`src/rtl/decode_lsp_scalar_index_pkg.sv`:
```
// Shared definitions for the scalar LSP index decoder.
// Contents: data format constants, the FSM state type, the per-LSP codebook
// sizes and the LSP codebook contents in Hz (Q16.16).
package decode_lsp_scalar_index_pkg;

    localparam int          DLSP_N       = 32;
    localparam int          DLSP_Q       = 16;
    localparam logic [31:0] DLSP_HZTORAD = 32'h0000_0033;  // PI/4000 in Q16.16
    localparam int unsigned NUM_LSP      = 10;

    typedef enum logic [2:0] {
        ST_IDLE,
        ST_LATCH,
        ST_SET_ADDR,
        ST_ROM_WAIT,
        ST_CONVERT,
        ST_DONE
    } dlsp_state_t;

    // Number of codebook entries for LSP number lsp.
    function automatic logic [4:0] cb_size(input logic [3:0] lsp);
        logic [4:0] size;
        case (lsp)
            4'd0, 4'd1, 4'd2, 4'd3, 4'd4, 4'd5, 4'd6: size = 5'd16;
            4'd7, 4'd8:                                 size = 5'd8;
            default:                                    size = 5'd4;
        endcase
        return size;
    endfunction

    // Codebook contents: every table is an arithmetic series, stored here as
    // first entry and spacing in Hz. Address is {lsp[3:0], index[3:0]};
    // unused locations read as zero.
    function automatic logic [31:0] lsp_cb_hz(input logic [7:0] addr);
        int unsigned base;
        int unsigned step;
        int unsigned hz;
        case (addr[7:4])
            4'd0:    begin base = 225;  step = 25;  end
            4'd1:    begin base = 325;  step = 25;  end
            4'd2:    begin base = 500;  step = 50;  end
            4'd3:    begin base = 700;  step = 100; end
            4'd4:    begin base = 950;  step = 100; end
            4'd5:    begin base = 1100; step = 100; end
            4'd6:    begin base = 1500; step = 100; end
            4'd7:    begin base = 2300; step = 100; end
            4'd8:    begin base = 2500; step = 100; end
            4'd9:    begin base = 2900; step = 200; end
            default: begin base = 0;    step = 0;   end
        endcase
        if ({1'b0, addr[3:0]} >= cb_size(addr[7:4]))
            hz = 0;
        else
            hz = base + step * 32'(addr[3:0]);
        return hz << 16;
    endfunction

endpackage

```
`src/rtl/decode_lsp_scalar_index_rom.sv`:
```
// LSP codebook ROM: 8-bit address {lsp, index}, N-bit data, registered
// output with one cycle of latency.
// Ports: clk, addr[7:0], data[N-1:0] (Hz, Q16.16).
module lsp_cb_rom
    import decode_lsp_scalar_index_pkg::*;
#(
    parameter int N = DLSP_N
) (
    input  logic         clk,
    input  logic [7:0]   addr,
    output logic [N-1:0] data
);

    always_ff @(posedge clk) begin
        data <= N'(lsp_cb_hz(addr));
    end

endmodule

```
`src/rtl/qmult.sv`:
```
// Signed fixed-point multiply, Q fraction bits, N-bit operands and result.
// Ports: i_multiplicand, i_multiplier (N-bit signed), o_result (N-bit signed,
// product shifted right by Q, truncated, upper bits discarded).
module qmult #(
    parameter int Q = 15,
    parameter int N = 32
) (
    input  logic [N-1:0] i_multiplicand,
    input  logic [N-1:0] i_multiplier,
    output logic [N-1:0] o_result
);

    logic signed [N+Q-1:0] a_ext;
    logic signed [N+Q-1:0] b_ext;
    logic signed [N+Q-1:0] prod;

    assign a_ext    = {{Q{i_multiplicand[N-1]}}, i_multiplicand};
    assign b_ext    = {{Q{i_multiplier[N-1]}}, i_multiplier};
    assign prod     = a_ext * b_ext;
    assign o_result = N'(prod >>> Q);

endmodule

```
`src/rtl/decode_lsp_scalar_index.sv`:
```
// Scalar LSP index decoder: latches ten codebook indexes, looks each up in
// the LSP codebook ROM (clamping out-of-range indexes) and converts Hz to
// radians with one shared multiplier.
// Ports: clk, rst (async, active-low), start_dlsp, in_index0..9 (4-bit),
// out_lsp0..9 (N-bit Q16.16 radians), busy, done_dlsp, range_err.
module decode_lsp_scalar_index
    import decode_lsp_scalar_index_pkg::*;
#(
    parameter int          N       = DLSP_N,
    parameter int          Q       = DLSP_Q,
    parameter logic [N-1:0] HZTORAD = N'(DLSP_HZTORAD)
) (
    input  logic         clk,
    input  logic         rst,
    input  logic         start_dlsp,
    input  logic [3:0]   in_index0,
    input  logic [3:0]   in_index1,
    input  logic [3:0]   in_index2,
    input  logic [3:0]   in_index3,
    input  logic [3:0]   in_index4,
    input  logic [3:0]   in_index5,
    input  logic [3:0]   in_index6,
    input  logic [3:0]   in_index7,
    input  logic [3:0]   in_index8,
    input  logic [3:0]   in_index9,
    output logic [N-1:0] out_lsp0,
    output logic [N-1:0] out_lsp1,
    output logic [N-1:0] out_lsp2,
    output logic [N-1:0] out_lsp3,
    output logic [N-1:0] out_lsp4,
    output logic [N-1:0] out_lsp5,
    output logic [N-1:0] out_lsp6,
    output logic [N-1:0] out_lsp7,
    output logic [N-1:0] out_lsp8,
    output logic [N-1:0] out_lsp9,
    output logic         busy,
    output logic         done_dlsp,
    output logic         range_err
);

    dlsp_state_t  state, state_nx;
    logic [3:0]   lsp_i;
    logic [3:0]   idx_q [NUM_LSP];
    logic [N-1:0] lsp_q [NUM_LSP];
    logic         done_q;
    logic         err_q;

    logic [3:0]   idx_raw;
    logic [3:0]   idx_eff;
    logic [4:0]   size;
    logic         clamp;
    logic [7:0]   rom_addr;
    logic [N-1:0] rom_data;
    logic [N-1:0] lsp_rad;

    // The ROM address follows the counter continuously; i is stable from
    // SET_ADDR through CONVERT, so the registered ROM word is valid there.
    always_comb begin
        idx_raw  = idx_q[lsp_i];
        size     = cb_size(lsp_i);
        clamp    = {1'b0, idx_raw} >= size;
        idx_eff  = clamp ? 4'(size - 5'd1) : idx_raw;
        rom_addr = {lsp_i, idx_eff};
    end

    lsp_cb_rom #(.N(N)) u_rom (
        .clk  (clk),
        .addr (rom_addr),
        .data (rom_data)
    );

    qmult #(.Q(Q), .N(N)) u_mult (
        .i_multiplicand (rom_data),
        .i_multiplier   (HZTORAD),
        .o_result       (lsp_rad)
    );

    always_ff @(posedge clk or negedge rst) begin
        if (!rst) state <= ST_IDLE;
        else      state <= state_nx;
    end

    always_comb begin
        state_nx = state;
        case (state)
            ST_IDLE:     if (start_dlsp) state_nx = ST_LATCH;
            ST_LATCH:    state_nx = ST_SET_ADDR;
            ST_SET_ADDR: state_nx = ST_ROM_WAIT;
            ST_ROM_WAIT: state_nx = ST_CONVERT;
            ST_CONVERT:  state_nx = (lsp_i < 4'd9) ? ST_SET_ADDR : ST_DONE;
            ST_DONE:     state_nx = ST_IDLE;
            default:     state_nx = ST_IDLE;
        endcase
    end

    always_ff @(posedge clk or negedge rst) begin
        if (!rst) begin
            lsp_i  <= '0;
            done_q <= 1'b0;
            err_q  <= 1'b0;
            for (int unsigned k = 0; k < NUM_LSP; k++) begin
                idx_q[k] <= '0;
                lsp_q[k] <= '0;
            end
        end else begin
            done_q <= (state == ST_DONE);
            case (state)
                ST_LATCH: begin
                    idx_q[0] <= in_index0;
                    idx_q[1] <= in_index1;
                    idx_q[2] <= in_index2;
                    idx_q[3] <= in_index3;
                    idx_q[4] <= in_index4;
                    idx_q[5] <= in_index5;
                    idx_q[6] <= in_index6;
                    idx_q[7] <= in_index7;
                    idx_q[8] <= in_index8;
                    idx_q[9] <= in_index9;
                    lsp_i    <= '0;
                    err_q    <= 1'b0;
                end
                ST_SET_ADDR: begin
                    if (clamp) err_q <= 1'b1;
                end
                ST_CONVERT: begin
                    lsp_q[lsp_i] <= lsp_rad;
                    lsp_i        <= lsp_i + 4'd1;
                end
                default: ;
            endcase
        end
    end

    assign busy      = (state != ST_IDLE);
    assign done_dlsp = done_q;
    assign range_err = err_q;

    assign out_lsp0 = lsp_q[0];
    assign out_lsp1 = lsp_q[1];
    assign out_lsp2 = lsp_q[2];
    assign out_lsp3 = lsp_q[3];
    assign out_lsp4 = lsp_q[4];
    assign out_lsp5 = lsp_q[5];
    assign out_lsp6 = lsp_q[6];
    assign out_lsp7 = lsp_q[7];
    assign out_lsp8 = lsp_q[8];
    assign out_lsp9 = lsp_q[9];

endmodule

```
`config.mk`:
```
export PLATFORM = sky130hd
export DESIGN_NAME = decode_lsp_scalar_index
export DESIGN_NICKNAME = d
export VERILOG_FILES = /design/src/rtl/decode_lsp_scalar_index_pkg.sv /design/src/rtl/decode_lsp_scalar_index_rom.sv /design/src/rtl/qmult.sv /design/src/rtl/decode_lsp_scalar_index.sv
export SDC_FILE = /design/constraint.sdc
export NUM_CORES = 1
export LEC_CHECK = 0
export ABC_AREA = 1
export CORE_UTILIZATION = 51
export DETAILED_ROUTE_END_ITERATION = 7
export PLACE_DENSITY = 0.81
export SLEW_MARGIN = 10
export SYNTH_ARGS = -nofsm -noshare
export SYNTH_HDL_FRONTEND = slang
export SYNTH_SLANG_ARGS = --single-unit
```
`constraint.sdc`:
```
create_clock -name clk -period 6.28 [get_ports clk]
set_clock_uncertainty 0.1 [all_clocks]
set_input_delay 1.256 -clock clk [delete_from_list [all_inputs] [get_ports clk]]
set_output_delay 1.256 -clock clk [all_outputs]
set_load 0.005 [all_outputs]
```
==> flow_summary.ini, run 1 <==
[status]
outcome = complete, no violations

[route]
drc = 0
drt_first_pass_iters = 5
drtAntennaViolNets = 0
wl_per_cell_um = 17.5
num_vias = 13100
viasPerCell = 5.21
initialDrtViolationCount = 946
routed_wl_um = 44000

[global_routing]
grt_pass1_wl_um = 68500
gr-usage-all-layers_pct = 28.2
grt_pass1_vias = 12600
antenna_found_initial = 0
grt_max_degree = 129
grt_remaining_overflow = 0

[yosys]
syn_area_sq_um = 15600
synthXorXnorAreaFrac_pct = 1.05
syn_avg_cell_area_sq_um = 8.38
syn_inst = 1858
synth_flop_cell = dfrtp_1
synth-edff-count = 0
yosysWarnings = 0
synth_area_leaders = dfrtp_1 43%, nand2_1 14%, ha_1 7.4%, inv_1 5.2%, fa_1 5.0%
yosys.area_share.simple_pct = 21.8
synth_seq_area_share_pct = 45.0
synth_compound_area_share_pct = 7.45
yosys.cell_types.count = 48
synth_top_cell_by_area = dfrtp_1
ys_async_sr_fraction_pct = 95.1
synth_top_family_by_area = simple AND/OR/NAND/NOR gates
synth_top_area_share_pct = 43.2
synth_fa_ha_area_share_pct = 12.4
synth_common_cells = 582 x nand2_1, 269 x dfrtp_1, 217 x inv_1
synth_seq_cells = 283
yosysMostFrequentCell = nand2_1
muxShareOfSynthArea_pct = 0

[finish]
antenna_cells = 0
nets = 2277
syn_to_final_growth_pct = 22.8
drive_gt1_share_pct = 4.85

[clock_network]
cts_tree = done
clk_path_buf_depth = 3
hold_buffers = 0
post_cts.repair.setup_buffers = 0
cts.sinks = 283
cts_buffers = 29
cts_resized = 0
clk_latency_ps = 570
htree_levels = 1
clk_pin_slew_ps = 70
clockRootBuffer = clkbuf_16

[floorplanning]
die_area_sq_um = 31200
die_y_um = 177
num_rows = 63
core_sq_um = 29900
start_util_pct = 52.1
fp.dieW_um = 177
ios = 366

[worst_setup_path]
worstPathArrival_ps = 6150
r2r_start = lsp_i[1]
cp_slowest_stage_delay_ps = 550
cp_slowest_cell = fa_1
r2r_setup_slack_ps = 490
worstPathRequired_ps = 6640
reg2reg_to = u_rom.data[26]
crit_path_end_kind = flip-flop
crit_path_start_kind = flip-flop
cp_max_fo = 13
crit_type = flip-flop to flip-flop
r2r_cells = 31
cpMostUsedCell = inv_1

[worst_hold_path]
hold_end = idx_q[38]
holdPathStages = 2
min_path_type = flip-flop to flip-flop
hp-start = idx_q[38]

[timing]
relSlewSlack_pct = 22.3
setup_violations = 0
fin_crit_sh_pct = 92.2
final.setup.tns_ps = 0
tightest_slew_ps = 1160
min_period_ps = 5790
max_freq_mhz = 173
drv_slew = 0
rsz0062_at_grt = false
hold_viol_final = 0

[place]
hpwlAfterDp_um = 32500
gp_congestion = 0.910
io_buffers = 265

[flow_run]
maxCapViolations = 0
-- through the flow --
stage | area (sq um) | hold WS (ps) | cells | worst slack, ps | utilization [%]
after floorplan | 15900 | 337 | 1957 | 757 | -
after global placement | 18100 | 357 | 2462 | 417 | 60.7
after detailed placement | 18100 | 358 | 2462 | 336 | 60.7
after CTS | 19100 | 374 | 2515 | 287 | 64.0
after global routing | 19100 | 392 | 2515 | 16.9 | 64.0
final | 19100 | 373 | 2515 | 492 | 64.0
-- per-layer routing --
| layer | part of all wire, % | track usage (%) | vias to the layer above | wire length, um |
|---|---|---|---|---|
| li1 | - | - | 6136 | - |
| met1 | 40 | 35.9 | 6292 | 17800 |
| met2 | 48 | 47.8 | 556 | 21000 |
| met3 | 7.5 | 4.66 | 123 | 3300 |
| met4 | 4.3 | 11.3 | 0 | 1910 |
| met5 | 0 | 0 | - | 0 |
-- placed cells by master, fill, tap and decap left out, types with 12 or more instances in the layout --
cell	count
nand2_1	582
dfrtp_1	268
clkdlybuf4s50_1	264
inv_1	217
o21ai_0	142
nand3_1	117
conb_1	100
ha_1	92
nor2_1	74
fa_1	39
a21oi_1	38
clkbuf_16	29
o21ai_1	14
dfxtp_1	14
buf_4	12
-- how the worst max path moves through the flow --
stage / startpoint / to / slack [ps] / cells past startpoint
after global routing: lsp_i[1] / u_rom.data[26] / 20 / 29
after CTS: lsp_i[1] / u_rom.data[26] / 290 / 31
after floorplan: lsp_i[0] / u_rom.data[26] / 760 / 33
final: lsp_i[1] / u_rom.data[26] / 490 / 31
after global placement: lsp_i[1] / u_rom.data[26] / 420 / 31
after detailed placement: lsp_i[1] / u_rom.data[26] / 340 / 31
-- worst max-delay path, delay by kind of cell, from the launching register on --
family | cells | cell delay, ps
compound gates | 7 | 1160
fa+ha+maj | 5 | 2170
buf+inv | 6 | 420
flops | 1 | 480
simple gates | 13 | 1320
-- state kept, by name (all words and copies together) (netlist names), 3 cells and up --
name and cells:
out_lsp2 22, out_lsp1 22, out_lsp7 22, out_lsp6 22, out_lsp0 22, lsp_i 4, out_lsp4 22, out_lsp8 22
u_rom.data 14, out_lsp3 22, state 3, idx_q 40, out_lsp9 22, out_lsp5 22
-- logic make-up (layout without fill, tap and decap cells) --
logic type / Yosys count / count (layout)
compound gates: 218 / 218
xor+xnor: 17 / 17
fa+ha+maj: 131 / 131
buf+inv: 388 / 556
flops: 283 / 283
other cells: 1 / 100
simple gates: 820 / 820
-- layout make-up --
class	count	area (sq um)
Sequential cell	283	7010
Tap cell	390	488
Clock buffer	38	810
Fill cell	2449	10800
Timing Repair Buffer	278	2770
Inverter	225	845
Multi-Input combinational cell	1286	7030
Clock inverter	15	173
Power of run 1 is not shown: default switching activity piles up to over one toggle a cycle in this logic, so the estimate is an artifact.
==> inputs of run 2 (changes only) <==
RECOVER_POWER = 100   (was not set)
==> flow_summary.ini, run 2 (synthesized netlist as in run 1, its figures left out) <==
[global_routing]
gr-usage-all-layers_pct = 28.2
grt_pass1_vias = 12600
antenna_found_initial = 0
grt_remaining_overflow = 0
grt_pass1_wl_um = 68500
grt_max_degree = 129

[clock_network]
cts.sinks = 283
cts_buffers = 29
clk_path_buf_depth = 3
cts_tree = done
clk_pin_slew_ps = 70
htree_levels = 1
clockRootBuffer = clkbuf_16
clk_latency_ps = 570
post_cts.repair.setup_buffers = 0

[worst_setup_path]
reg2reg_to = u_rom.data[26]
r2r_start = lsp_i[1]
critical_path.top_delay_family = adder cells
cp_slowest_cell = fa_1
crit_type = flip-flop to flip-flop
r2r_setup_slack_ps = 490
r2r_cells = 31
cp_slowest_stage_delay_ps = 550
crit_end = u_rom.data[26]
crit_path_end_kind = flip-flop
cp_num_buf_inv = 6
cpMostUsedCell = inv_1
cp-startpoint = lsp_i[1]
cp_max_fo = 13
worstPathRequired_ps = 6640
worstPathArrival_ps = 6150
worst-path-stages = 31
crit_path_start_kind = flip-flop

[finish]
fillers = 2471
multiInputGateArea_sq_um = 6950
syn_to_final_growth_pct = 22.0
antenna_cells = 0
fin_util_pct = 63.6
final_common_cell = nand2_1
seq_area_sq_um = 7010
largest_reg_flops = 40
layout_common_cells = 583 x nand2_1, 268 x dfrtp_1, 223 x dlygate4sd3_1
top_register = idx_q
nets = 2277
drive_gt1_share_pct = 3.53

[timing]
hold_viol_final = 0
whs_ps = 372
rsz0062_at_grt = false
relSlewSlack_pct = -129
setup_violations = 0
finalWorstSetupSlack_ps = 492
tightest_slew_ps = 3430
fin_crit_sh_pct = 92.2
max_freq_mhz = 173
final.setup.tns_ps = 0
min_period_ps = 5790
drv_slew = 224

[floorplanning]
core_sq_um = 29900
num_rows = 63
fp.dieW_um = 177
ios = 366
die_area_sq_um = 31200
start_util_pct = 52.1
die_y_um = 177

[route]
drtAntennaViolNets = 0
viasPerCell = 5.22
num_vias = 13100
routed_wl_um = 43900
wl_per_cell_um = 17.5
drt_first_pass_iters = 7
initialDrtViolationCount = 1009
drc = 0

[place]
hpwlAfterDp_um = 32500
pre_cts_ws_ps = 336
io_buffers = 265
gp_congestion = 0.910

[flow_run]
maxCapViolations = 5

[worst_hold_path]
min_path_type = flip-flop to flip-flop
holdPathStages = 2

[status]
outcome = finished with violations
violations = max-capacitance violations, max-slew violations
## run 2: cell types whose count changed in the layout (fill, tap and decap cells not counted), sizes merged
cell,previous run,this run
clkbuf,38,47
dlygate4sd3,0,223
buf,14,5
clkdlybuf4s50,264,41
## run 2: worst min-delay path by stage
stage,start,endpoint,slack [ps]
after global routing,idx_q[3],idx_q[3],390
after global placement,idx_q[27],idx_q[27],360
after detailed placement,out_lsp0[4],out_lsp0[4],360
after CTS,idx_q[4],idx_q[4],370
final,out_lsp2[4],out_lsp2[4],370
after floorplan,idx_q[10],idx_q[10],340
## run 2: layer usage
layer | GRT usage, % | part of all wire, % | wire [um] | up-vias
li1 | - | - | - | 6147
met1 | 35.9 | 40 | 17800 | 6318
met2 | 47.8 | 48 | 21100 | 545
met3 | 4.66 | 7.5 | 3290 | 110
met4 | 11.3 | 4.0 | 1770 | 0
met5 | 0 | 0 | 0 | -
## run 2: worst register-to-register path: cells and delay by family, from the launching register on
family	cells	cell delay [ps]
adder cells (fa/ha/maj)	5	2170
AND/OR/NAND/NOR	13	1330
AO/OA/AOI/OAI	7	1160
flip-flops	1	480
buffers and inverters	6	440
## run 2: cell type report
class / count / share of cell area (%)
clock buffers: 38 / 4.26
clock inverters: 15 / 0.909
inverters: 225 / 4.44
multi-input cells: 1286 / 36.6
flip-flops and latches: 283 / 36.9
well taps: 390 / 2.57
repair buffers: 278 / 14.4
## run 2: timing repair
item / in CTS / in global routing
hold buffers: 0 / 0
resized for setup: 0 / 3
endpoints found under the hold margin: 0 / 0
setup endpoints to repair: 0 / 6
## run 2: metrics by stage
step	instances	area, sq um
after floorplan	1957	15900
after global placement	2462	18100
after detailed placement	2462	18100
after CTS	2515	19100
after global routing	2515	19000
final	2515	19000
Power of run 2 is left out for the same reason.
